==> src/rtl/isp_frame_ctrl_pkg.sv <==
// Shared types and constants for the ISP frame sequencer.
package isp_frame_ctrl_pkg;

    typedef enum logic [1:0] {
        StIdle   = 2'd0,
        StActive = 2'd1,
        StDrain  = 2'd2
    } state_e;

    localparam logic [1:0] MODE_RAW   = 2'd0;
    localparam logic [1:0] MODE_GRAY  = 2'd1;
    localparam logic [1:0] MODE_SOBEL = 2'd2;
    localparam logic [1:0] MODE_MORPH = 2'd3;

    localparam int unsigned FRAME_CNT_W = 16;
    localparam int unsigned GAP_CNT_W   = 16;

    // Counter width for values 0..n-1, never narrower than one bit.
    function automatic int unsigned cnt_width(input int unsigned n);
        return (n <= 1) ? 1 : $clog2(n);
    endfunction

endpackage

==> src/rtl/isp_frame_ctrl_if.sv <==
// Control/status bundle between the camera capture side (master) and the frame sequencer (slave).
interface isp_frame_ctrl_if #(
    parameter int unsigned H_PIXEL = 640,
    parameter int unsigned V_PIXEL = 480
);
    import isp_frame_ctrl_pkg::*;

    localparam int unsigned XW = cnt_width(H_PIXEL);
    localparam int unsigned YW = cnt_width(V_PIXEL);

    logic                   frame_start;
    logic                   wr_en;
    logic [1:0]             mode_req;
    logic                   mode_req_vld;
    logic                   err_clr;
    logic [1:0]             mode_active;
    logic                   isp_en;
    logic [XW-1:0]          pix_x;
    logic [YW-1:0]          pix_y;
    logic                   frame_done;
    logic [FRAME_CNT_W-1:0] frame_cnt;
    logic                   err_frame;
    logic                   err_timeout;

    modport master (
        output frame_start, wr_en, mode_req, mode_req_vld, err_clr,
        input  mode_active, isp_en, pix_x, pix_y, frame_done, frame_cnt, err_frame, err_timeout
    );

    modport slave (
        input  frame_start, wr_en, mode_req, mode_req_vld, err_clr,
        output mode_active, isp_en, pix_x, pix_y, frame_done, frame_cnt, err_frame, err_timeout
    );

endinterface

==> src/rtl/isp_pix_cnt.sv <==
// Raster x/y position counter with synchronous clear and last-pixel flag.
module isp_pix_cnt
    import isp_frame_ctrl_pkg::*;
#(
    parameter int unsigned H_PIXEL = 640,
    parameter int unsigned V_PIXEL = 480,
    parameter int unsigned XW      = cnt_width(H_PIXEL),
    parameter int unsigned YW      = cnt_width(V_PIXEL)
) (
    input  logic          clk_i,
    input  logic          rst_ni,
    input  logic          clr_i,
    input  logic          inc_i,
    output logic [XW-1:0] x_o,
    output logic [YW-1:0] y_o,
    output logic          last_o
);

    localparam logic [XW-1:0] XMax = XW'(H_PIXEL - 1);
    localparam logic [YW-1:0] YMax = YW'(V_PIXEL - 1);

    logic [XW-1:0] x_q;
    logic [YW-1:0] y_q;

    always_ff @(posedge clk_i or negedge rst_ni) begin
        if (!rst_ni) begin
            x_q <= '0;
            y_q <= '0;
        end else if (clr_i) begin
            x_q <= '0;
            y_q <= '0;
        end else if (inc_i) begin
            if (x_q == XMax) begin
                x_q <= '0;
                y_q <= (y_q == YMax) ? '0 : y_q + YW'(1);
            end else begin
                x_q <= x_q + XW'(1);
            end
        end
    end

    assign x_o    = x_q;
    assign y_o    = y_q;
    assign last_o = (x_q == XMax) && (y_q == YMax);

endmodule

==> src/rtl/isp_frame_ctrl.sv <==
// Frame-level sequencer for the ISP chain: pixel tracking, pipeline drain, frame-aligned mode switch.
// Optional wr_en gap watchdog is built when ISP_TIMEOUT_EN is defined.
module isp_frame_ctrl
    import isp_frame_ctrl_pkg::*;
#(
    parameter int unsigned H_PIXEL     = 640,
    parameter int unsigned V_PIXEL     = 480,
    parameter int unsigned DRAIN_CYC   = 1300,
    parameter int unsigned TIMEOUT_CYC = 65535
) (
    input  logic            sys_clk,
    input  logic            sys_rst_n,
    isp_frame_ctrl_if.slave ctrl_io
);

    localparam int unsigned XW = cnt_width(H_PIXEL);
    localparam int unsigned YW = cnt_width(V_PIXEL);
    localparam int unsigned DW = cnt_width(DRAIN_CYC);
    localparam logic [DW-1:0] DrainLoad = DW'(DRAIN_CYC - 1);

    if (DRAIN_CYC == 0 || TIMEOUT_CYC == 0) begin : g_param_chk
        $error("isp_frame_ctrl: DRAIN_CYC and TIMEOUT_CYC must be at least 1");
    end

    state_e                 state_q;
    logic [DW-1:0]          drain_q;
    logic [1:0]             mode_active_q, pend_q;
    logic                   pend_vld_q;
    logic                   isp_en_q, frame_done_q, err_frame_q;
    logic [FRAME_CNT_W-1:0] frame_cnt_q;

    logic          drain_end, apply, pix_clr, pix_inc, pix_last, timeout;
    logic [XW-1:0] pix_x;
    logic [YW-1:0] pix_y;

    always_comb begin
        // A frame_start during drain completes the frame early and restarts capture.
        drain_end = (state_q == StDrain) && ((drain_q == '0) || ctrl_io.frame_start);
        apply     = ((state_q == StIdle) && ctrl_io.frame_start) || drain_end;
        pix_clr   = ctrl_io.frame_start || timeout;
        pix_inc   = (state_q == StActive) && ctrl_io.wr_en && !ctrl_io.frame_start;
    end

    isp_pix_cnt #(
        .H_PIXEL (H_PIXEL),
        .V_PIXEL (V_PIXEL),
        .XW      (XW),
        .YW      (YW)
    ) u_pix_cnt (
        .clk_i  (sys_clk),
        .rst_ni (sys_rst_n),
        .clr_i  (pix_clr),
        .inc_i  (pix_inc),
        .x_o    (pix_x),
        .y_o    (pix_y),
        .last_o (pix_last)
    );

    always_ff @(posedge sys_clk or negedge sys_rst_n) begin
        if (!sys_rst_n) begin
            state_q       <= StIdle;
            drain_q       <= '0;
            mode_active_q <= MODE_RAW;
            pend_q        <= MODE_RAW;
            pend_vld_q    <= 1'b0;
            isp_en_q      <= 1'b0;
            frame_done_q  <= 1'b0;
            frame_cnt_q   <= '0;
            err_frame_q   <= 1'b0;
        end else begin
            frame_done_q <= 1'b0;
            case (state_q)
                StIdle: begin
                    if (ctrl_io.frame_start) begin
                        state_q  <= StActive;
                        isp_en_q <= 1'b1;
                    end
                end
                StActive: begin
                    if (timeout) begin
                        state_q  <= StIdle;
                        isp_en_q <= 1'b0;
                    end else if (pix_inc && pix_last) begin
                        state_q <= StDrain;
                        drain_q <= DrainLoad;
                    end
                end
                StDrain: begin
                    if (drain_end) begin
                        state_q  <= ctrl_io.frame_start ? StActive : StIdle;
                        isp_en_q <= ctrl_io.frame_start;
                    end else begin
                        drain_q <= drain_q - DW'(1);
                    end
                end
                default: begin
                    state_q  <= StIdle;
                    isp_en_q <= 1'b0;
                end
            endcase

            if (drain_end) begin
                frame_done_q <= 1'b1;
                frame_cnt_q  <= frame_cnt_q + FRAME_CNT_W'(1);
            end

            if (apply && pend_vld_q) begin
                mode_active_q <= pend_q;
            end
            // A request landing on an apply cycle survives for the next boundary.
            if (ctrl_io.mode_req_vld) begin
                pend_q     <= ctrl_io.mode_req;
                pend_vld_q <= 1'b1;
            end else if (apply) begin
                pend_vld_q <= 1'b0;
            end

            if ((state_q == StActive) && ctrl_io.frame_start) begin
                err_frame_q <= 1'b1;
            end else if (ctrl_io.err_clr) begin
                err_frame_q <= 1'b0;
            end
        end
    end

`ifdef ISP_TIMEOUT_EN
    logic [GAP_CNT_W-1:0] gap_q;
    logic                 err_timeout_q;

    assign timeout = (state_q == StActive) && !ctrl_io.wr_en && !ctrl_io.frame_start &&
                     (gap_q == GAP_CNT_W'(TIMEOUT_CYC - 1));

    always_ff @(posedge sys_clk or negedge sys_rst_n) begin
        if (!sys_rst_n) begin
            gap_q         <= '0;
            err_timeout_q <= 1'b0;
        end else begin
            if ((state_q != StActive) || ctrl_io.wr_en || ctrl_io.frame_start) begin
                gap_q <= '0;
            end else begin
                gap_q <= gap_q + GAP_CNT_W'(1);
            end
            if (timeout) begin
                err_timeout_q <= 1'b1;
            end else if (ctrl_io.err_clr) begin
                err_timeout_q <= 1'b0;
            end
        end
    end

    assign ctrl_io.err_timeout = err_timeout_q;
`else
    assign timeout             = 1'b0;
    assign ctrl_io.err_timeout = 1'b0;
`endif

    assign ctrl_io.mode_active = mode_active_q;
    assign ctrl_io.isp_en      = isp_en_q;
    assign ctrl_io.pix_x       = pix_x;
    assign ctrl_io.pix_y       = pix_y;
    assign ctrl_io.frame_done  = frame_done_q;
    assign ctrl_io.frame_cnt   = frame_cnt_q;
    assign ctrl_io.err_frame   = err_frame_q;

endmodule
==> src/flat_wrapper.sv <==
// flat-port wrapper written by rule: the top's interface ports become plain ports
module isp_frame_ctrl_flat import isp_frame_ctrl_pkg::*;
#(
    parameter int unsigned H_PIXEL     = 640,
    parameter int unsigned V_PIXEL     = 480,
    parameter int unsigned DRAIN_CYC   = 1300,
    parameter int unsigned TIMEOUT_CYC = 65535
)
  (sys_clk, sys_rst_n, ctrl_io_frame_start, ctrl_io_wr_en, ctrl_io_mode_req, ctrl_io_mode_req_vld, ctrl_io_err_clr, ctrl_io_mode_active, ctrl_io_isp_en, ctrl_io_pix_x, ctrl_io_pix_y, ctrl_io_frame_done, ctrl_io_frame_cnt, ctrl_io_err_frame, ctrl_io_err_timeout);
  isp_frame_ctrl_if #(.H_PIXEL(H_PIXEL), .V_PIXEL(V_PIXEL)) ctrl_io_i ();
  input  logic sys_clk;
  input  logic sys_rst_n;
  input wire logic [$bits(ctrl_io_i.frame_start)-1:0] ctrl_io_frame_start;
  input wire logic [$bits(ctrl_io_i.wr_en)-1:0] ctrl_io_wr_en;
  input wire logic [$bits(ctrl_io_i.mode_req)-1:0] ctrl_io_mode_req;
  input wire logic [$bits(ctrl_io_i.mode_req_vld)-1:0] ctrl_io_mode_req_vld;
  input wire logic [$bits(ctrl_io_i.err_clr)-1:0] ctrl_io_err_clr;
  output wire logic [$bits(ctrl_io_i.mode_active)-1:0] ctrl_io_mode_active;
  output wire logic [$bits(ctrl_io_i.isp_en)-1:0] ctrl_io_isp_en;
  output wire logic [$bits(ctrl_io_i.pix_x)-1:0] ctrl_io_pix_x;
  output wire logic [$bits(ctrl_io_i.pix_y)-1:0] ctrl_io_pix_y;
  output wire logic [$bits(ctrl_io_i.frame_done)-1:0] ctrl_io_frame_done;
  output wire logic [$bits(ctrl_io_i.frame_cnt)-1:0] ctrl_io_frame_cnt;
  output wire logic [$bits(ctrl_io_i.err_frame)-1:0] ctrl_io_err_frame;
  output wire logic [$bits(ctrl_io_i.err_timeout)-1:0] ctrl_io_err_timeout;
  assign ctrl_io_i.frame_start = ctrl_io_frame_start;
  assign ctrl_io_i.wr_en = ctrl_io_wr_en;
  assign ctrl_io_i.mode_req = ctrl_io_mode_req;
  assign ctrl_io_i.mode_req_vld = ctrl_io_mode_req_vld;
  assign ctrl_io_i.err_clr = ctrl_io_err_clr;
  assign ctrl_io_mode_active = ctrl_io_i.mode_active;
  assign ctrl_io_isp_en = ctrl_io_i.isp_en;
  assign ctrl_io_pix_x = ctrl_io_i.pix_x;
  assign ctrl_io_pix_y = ctrl_io_i.pix_y;
  assign ctrl_io_frame_done = ctrl_io_i.frame_done;
  assign ctrl_io_frame_cnt = ctrl_io_i.frame_cnt;
  assign ctrl_io_err_frame = ctrl_io_i.err_frame;
  assign ctrl_io_err_timeout = ctrl_io_i.err_timeout;
  isp_frame_ctrl #(.H_PIXEL(H_PIXEL), .V_PIXEL(V_PIXEL), .DRAIN_CYC(DRAIN_CYC), .TIMEOUT_CYC(TIMEOUT_CYC)) u_core (.sys_clk(sys_clk), .sys_rst_n(sys_rst_n), .ctrl_io(ctrl_io_i));
endmodule
==> config.mk <==
export PLATFORM = sky130hd
export DESIGN_NAME = isp_frame_ctrl_flat
export DESIGN_NICKNAME = d
export VERILOG_FILES = /design/src/rtl/isp_frame_ctrl_pkg.sv /design/src/rtl/isp_frame_ctrl_if.sv /design/src/rtl/isp_pix_cnt.sv /design/src/rtl/isp_frame_ctrl.sv /design/src/flat_wrapper.sv
export SDC_FILE = /design/constraint.sdc
export NUM_CORES = 1
export LEC_CHECK = 0
export ABC_AREA = 1
export CAP_MARGIN = 5
export CORE_MARGIN = 10
export CORE_UTILIZATION = 35
export CTS_BUF_LIST = sky130_fd_sc_hd__clkbuf_4
export DETAILED_ROUTE_END_ITERATION = 10
export HOLD_SLACK_MARGIN = 0.06
export PLACE_DENSITY = 0.67
export SLEW_MARGIN = 25
export SYNTH_ARGS = -nofsm -noshare
export SYNTH_HDL_FRONTEND = slang
export SYNTH_SLANG_ARGS = --single-unit
==> constraint.sdc <==
create_clock -name sys_clk -period 1.9 [get_ports sys_clk]
set_input_delay 0.475 -clock sys_clk [delete_from_list [all_inputs] [get_ports sys_clk]]
set_output_delay 0.475 -clock sys_clk [all_outputs]
set_load 0.005 [all_outputs]
-- Yosys cells after proc, flatten, opt, wreduce, memory -nomap -nowiden
Cells that the tools add are included.
- add/subtract/negate cells: 4
- equal/unequal tests: 8
- multiplexer cells: 23
- bitwise operators: 1
- reduce and logical (&&, ||, !) cells: 22
- operators by type and width (kind ; number):
    $mux 9 ; 4
    $mux 10 ; 3
    $mux 11 ; 2
    $pmux 11 s2 ; 1
    $add 16x1->16 const B ; 1
    $logic_not 11->1 ; 1
    $sub 11x1->11 const B ; 1
    $add 10x1->10 const B ; 1
    $eq 10x10->1 const B ; 1
    $reduce_bool 2->1 ; 5
    $add 9x1->9 const B ; 1
    $eq 9x9->1 const B ; 1
    $reduce_and 3->1 ; 3
    $logic_and 1x1->1 ; 8
    $mux 1 ; 8
    $mux 2 ; 3
    $pmux 2 s3 ; 1
    $ne 2x1->1 const B ; 2
    $ne 2x2->1 const B ; 2
    $pmux 1 s3 ; 1
    $eq 2x1->1 const B ; 1
    $eq 2x2->1 const B ; 1
    $logic_not 2->1 ; 1
    $logic_or 1x1->1 ; 2
    other kinds (3) ; 3
- register bits after elaboration: 56
- output and inout port bits: 41

-- Longest topological paths before layout
- depth after elaboration: 6
- gate-level depth with buffers: 10
- mapped depth without buffers: 9

-- Hierarchy
A second synthesis with hierarchy kept.
- cells, all modules: 443
- area total of the unflattened synthesis: 3306.9 µm²
- by module, submodules not included (module ; instances ; cells an instance ; area each (µm²) ; seq. area each (µm²)):
    isp_frame_ctrl ; 1 ; 288 ; 2165.8 ; 925.9
    isp_pix_cnt ; 1 ; 155 ; 1141.1 ; 475.5

-- Worst setup path after synthesis
No wires, ideal clock.
- kind: register to register
- from: register u_core.drain_q[0]
- to: register u_core.frame_cnt_q[2], in the netlist u_core.ctrl_io.frame_cnt[2]
- data arrival time: 1.421 ns
- required time: 1.777 ns
- setup slack: 0.356 ns
- cell stages (with the launch flop): 11
- period minus slack after synthesis: 1.544 ns
- cell sequence: dfrtp_1 -> inv_1 -> ha_1 -> nand2_2 -> nor2_4 -> nand2_2 -> nand2_1 -> nand2_2 -> buf_2 -> nand2_1 -> o21ai_1
- longest elaborated chain between the ends: 3
- ends and longest elaborated chain (element ; line ; source):
    start: declaration ; isp_frame_ctrl.sv:26 ; logic [DW-1:0] drain_q;
    start signal: assignment ; isp_frame_ctrl.sv:85 ; drain_q <= DrainLoad;
    start signal: assignment ; isp_frame_ctrl.sv:93 ; drain_q <= drain_q - DW'(1);
    $logic_not 11->1 ; isp_frame_ctrl.sv:38 ; drain_end = (state_q == StDrain) && ((drain_q == '0) || ctrl_io.frame_start);
    $logic_or 1x1->1 ; isp_frame_ctrl.sv:38 ;
    $logic_and 1x1->1 ; isp_frame_ctrl.sv:38 ;
    end signal: assignment ; isp_frame_ctrl.sv:104 ; frame_cnt_q <= frame_cnt_q + FRAME_CNT_W'(1);
    end: declaration ; isp_frame_ctrl.sv:30 ; logic [FRAME_CNT_W-1:0] frame_cnt_q;
Every way passes these cells.
A chain may end at the register's enable or synchronous reset.

-- Worst setup path in the final report
- from: register u_core.frame_cnt_q[2], in the netlist u_core.ctrl_io.frame_cnt[2]
- to: output port ctrl_io_frame_cnt[2]
- RTL lines (element ; line ; source):
    end: declaration ; flat_wrapper.sv:23 ; output wire logic [$bits(ctrl_io_i.frame_cnt)-1:0] ctrl_io_frame_cnt;
No word-level cell between the ends.

==> flow_metrics.tcl <==
set metrics [dict create \
    route.detailed.drc 0 \
    grt_overflow_total 0 \
    synth_edf_count 0 \
    period_share_pct 96.69 \
    fp.dieW_um 115.6 \
    synth_common_cells "nand2_1, dfrtp_1, nor2_1, inv_1, nand3_1" \
    vias_per_cell 4.803 \
    clockRootBuffer "clkbuf_4" \
    cts.path.max_buffers 2 \
    status "completed" \
    drt-initial-drc-count 163 \
    worst-path-buf-inv 1 \
    clk_pin_slew_ns 0.19 \
    track_usage_pct 11.90 \
    hold_path_class "reg -> reg" \
    grt_pass1_vias 2808 \
    synth_cells 439 \
    cp.required_ns 1.42 \
    reg2reg_depth 8 \
    num_rows 34 \
    pwr-share-clk_pct 29.8 \
    numCtsBuffers 5 \
    synth-seq-cells 56 \
    nets 532 \
    maxCapViolCount 0 \
    max-vdd-ir-drop_v 0.0003243 \
    synthFlopType "dfrtp_1" \
    die_y_um 115.6 \
    antenna_left 0 \
    crit_path_top_delay_cell "clkdlybuf4s50_1" \
    path_class "reg -> out" \
    worst-path-max-fanout 6 \
    reg2reg_slack_ns 0.21 \
    worstSetupEndpointType "output port" \
    max_stage_delay_ns 0.52 \
    port_buffers 47 \
    pwr-share-comb_pct 14.0 \
    finalHoldViolCount 0 \
    cts_tree "yes" \
    ys_warn_count 0 \
    ys_top_cells_by_area "dfrtp_1, nand2_1, nand3_1, nor2_1, inv_1" \
    setup_viol 0 \
    drt_wl_total_um 7895 \
    fin_area_um2 4185 \
    power_switching_w 0.0005933 \
    wl_per_cell_um 12.53 \
    place.gp.congestion 0.8837 \
    grt_pass1_wl_um 13320 \
    cts.sinks 56 \
    dr.pass1.iters 7 \
    yosysMostFrequentCell "nand2_1" \
    antenna_found_initial 1 \
    core_area_um2 8806 \
    dpl.hpwl_um 5786 \
    synth_top_area_share_pct 43.84 \
    crit_chain "clkdlybuf4s50_1" \
    power_density_nw_per_um2 548.7 \
    pwr-share-seq_pct 56.2 \
    synth.distinct_cells 32 \
    p_int_w 0.001703 \
    fin_worst_skew_ns 0.02770 \
    start_kind "flip-flop" \
    syn_area_um2 3197 \
    swShare_pct 25.83 \
    num_vias 3026 \
    io_pins 49 \
    clk-insertion-delay-late_ns 0.40 \
    n_fill_cell 838 \
    h-tree-depth 2 \
    fmax_mhz 544.4 \
    crit_family "buffers and inverters" \
    finalMaxSlewViolations 0 \
    drive_above_1_share_pct 15.16 \
    holdPathStages 2 \
    path_depth 1 \
    synthArstFlopShare_pct 100.0 \
    dieArea_um2 13360 \
    rsz0062_at_grt "false" \
    utilization_pct 47.53 \
    syn_avg_cell_area_um2 7.282 \
    seq_area_um2 1421 \
    synth_nets 451 \
    synth_largest_area_cell "dfrtp_1" \
    start_util_pct 36.30 \
    p_leak_nw 2.081 \
    arrival_ns 1.36 \
    hold_slack_ns 0.4952 \
    multi_input_area_um2 1599 \
    placed_area_um2 3925 \
    syn_to_final_growth_pct 30.92 \
    fin_crit_ns 1.837 \
    p_total_w 0.002297 \
    ys_seq_area_share_pct 43.84 \
    grt_start_max_net_pins 57 \
]
-- per-layer routing --
layer | vias up | GRT usage (%) | wire (um)
met5 | - | 0 | 0
met4 | 0 | 3.378 | 91
met3 | 7 | 2.274 | 308
met2 | 43 | 19.76 | 3796
met1 | 1423 | 15.43 | 3699
li1 | 1553 | - | -
-- stage by stage --
stage / instances / TNS (ns) / setup slack, ns
floorplan: 439 / 0 / 0.3562
global placement: 605 / 0 / 0.02958
detailed placement: 605 / -0.03419 / -0.02500
CTS: 616 / 0 / 0.003105
global route: 630 / 0 / 0.002853
finish: 630 / 0 / 0.06295
-- power groups by stage --
stage	logic, W	registers, W	clock network [W]
final	0.000320	0.00129	0.000685
after global routing	0.000365	0.00130	0.000756
after CTS	0.000318	0.00129	0.000709
after detailed placement	0.000310	0.00132	0
after global placement	0.000303	0.00131	0
after floorplan	0.000111	0.00131	0
-- placed cells by master (no fill, tap or decap), types with 2 or more instances in the layout --
| cell | netlist | layout |
|---|---|---|
| o21ai_0 | 14 | 14 |
| xnor2_1 | 8 | 8 |
| inv_2 | 1 | 2 |
| nand3_1 | 42 | 42 |
| dfrtp_2 | 0 | 16 |
| clkdlybuf4s50_1 | 0 | 41 |
| nor2_2 | 2 | 3 |
| ha_1 | 4 | 3 |
| nor3b_1 | 2 | 2 |
| nand3b_1 | 4 | 4 |
| nand2_2 | 5 | 4 |
| dlymetal6s2s_1 | 0 | 5 |
| xor2_1 | 7 | 7 |
| clkinv_4 | 0 | 2 |
| buf_12 | 0 | 3 |
| nor2_1 | 46 | 45 |
| or2_2 | 2 | 2 |
| dfrtp_1 | 56 | 40 |
| a21oi_1 | 6 | 6 |
| clkbuf_4 | 0 | 5 |
| nand4_1 | 10 | 10 |
| inv_1 | 44 | 43 |
| nand2_1 | 155 | 155 |
| o21ai_1 | 5 | 5 |
| o21ai_2 | 2 | 2 |
| buf_4 | 2 | 30 |
| nor3_1 | 7 | 7 |
| nor2_4 | 2 | 2 |
-- sequential cells by signal (all words and copies together) (netlist names) --
signal and flops:
u_core.ctrl_io.mode_active 2, u_core.u_pix_cnt.y_o 9, u_core.state_q 2, u_core.ctrl_io.frame_cnt 16, u_core.pend_q 2, u_core.pend_vld_q 1
u_core.u_pix_cnt.x_o 10, u_core.drain_q 11, u_core.ctrl_io.frame_done 1, u_core.ctrl_io.isp_en 1, u_core.ctrl_io.err_frame 1
-- cell type report --
class	count	area share (%)
Clock buffer	5	0.8969
Antenna cell	1	0.05979
Multi-Input combinational cell	331	38.21
Sequential cell	56	33.96
Tap cell	108	3.229
Clock inverter	3	1.136
Timing Repair Buffer	81	18.48
Inverter	45	4.036
-- final timing paths --
check / start / end
worst max-delay path: u_core.ctrl_io.frame_cnt[2] / ctrl_io_frame_cnt[2]
worst min-delay path: u_core.ctrl_io.mode_active[1] / u_core.ctrl_io.mode_active[1]
worst max register to register: u_core.u_pix_cnt.x_o[1] / u_core.u_pix_cnt.y_o[0]
worst min register to register: u_core.ctrl_io.mode_active[1] / u_core.ctrl_io.mode_active[1]
max in group asynchronous: sys_rst_n / u_core.ctrl_io.frame_cnt[9]
min in group asynchronous: sys_rst_n / u_core.u_pix_cnt.y_o[5]
-- cell families after synthesis --
kind of cell | count (synthesis) | share of synthesized area [%]
xor gates and xnor gates | 15 | 4.110
AOI/OAI and AO/OA | 31 | 5.637
DFF | 56 | 43.84
other | 1 | 0.1173
and+or+nand+nor | 280 | 38.04
adders and majority gates | 4 | 1.566
buffers and inverters | 52 | 6.692
-- timing repair --
item	4_1_cts	5_1_grt
setup buffers	2	13
endpoints found under the setup margin	5	34
gates resized for setup	3	23
endpoints found under the hold margin	18	0
hold buffers	1	0
-- worst register-to-register path: stages (launching register included) --
cell     delay [ns]
dfrtp_1        0.43
ha_1           0.19
nand2_1        0.09
nor2_1         0.19
nand2_1        0.13
nand2_1        0.12
nand2_1        0.10
buf_4          0.18
o21ai_0        0.18
Power figures use the tool's default switching activity.
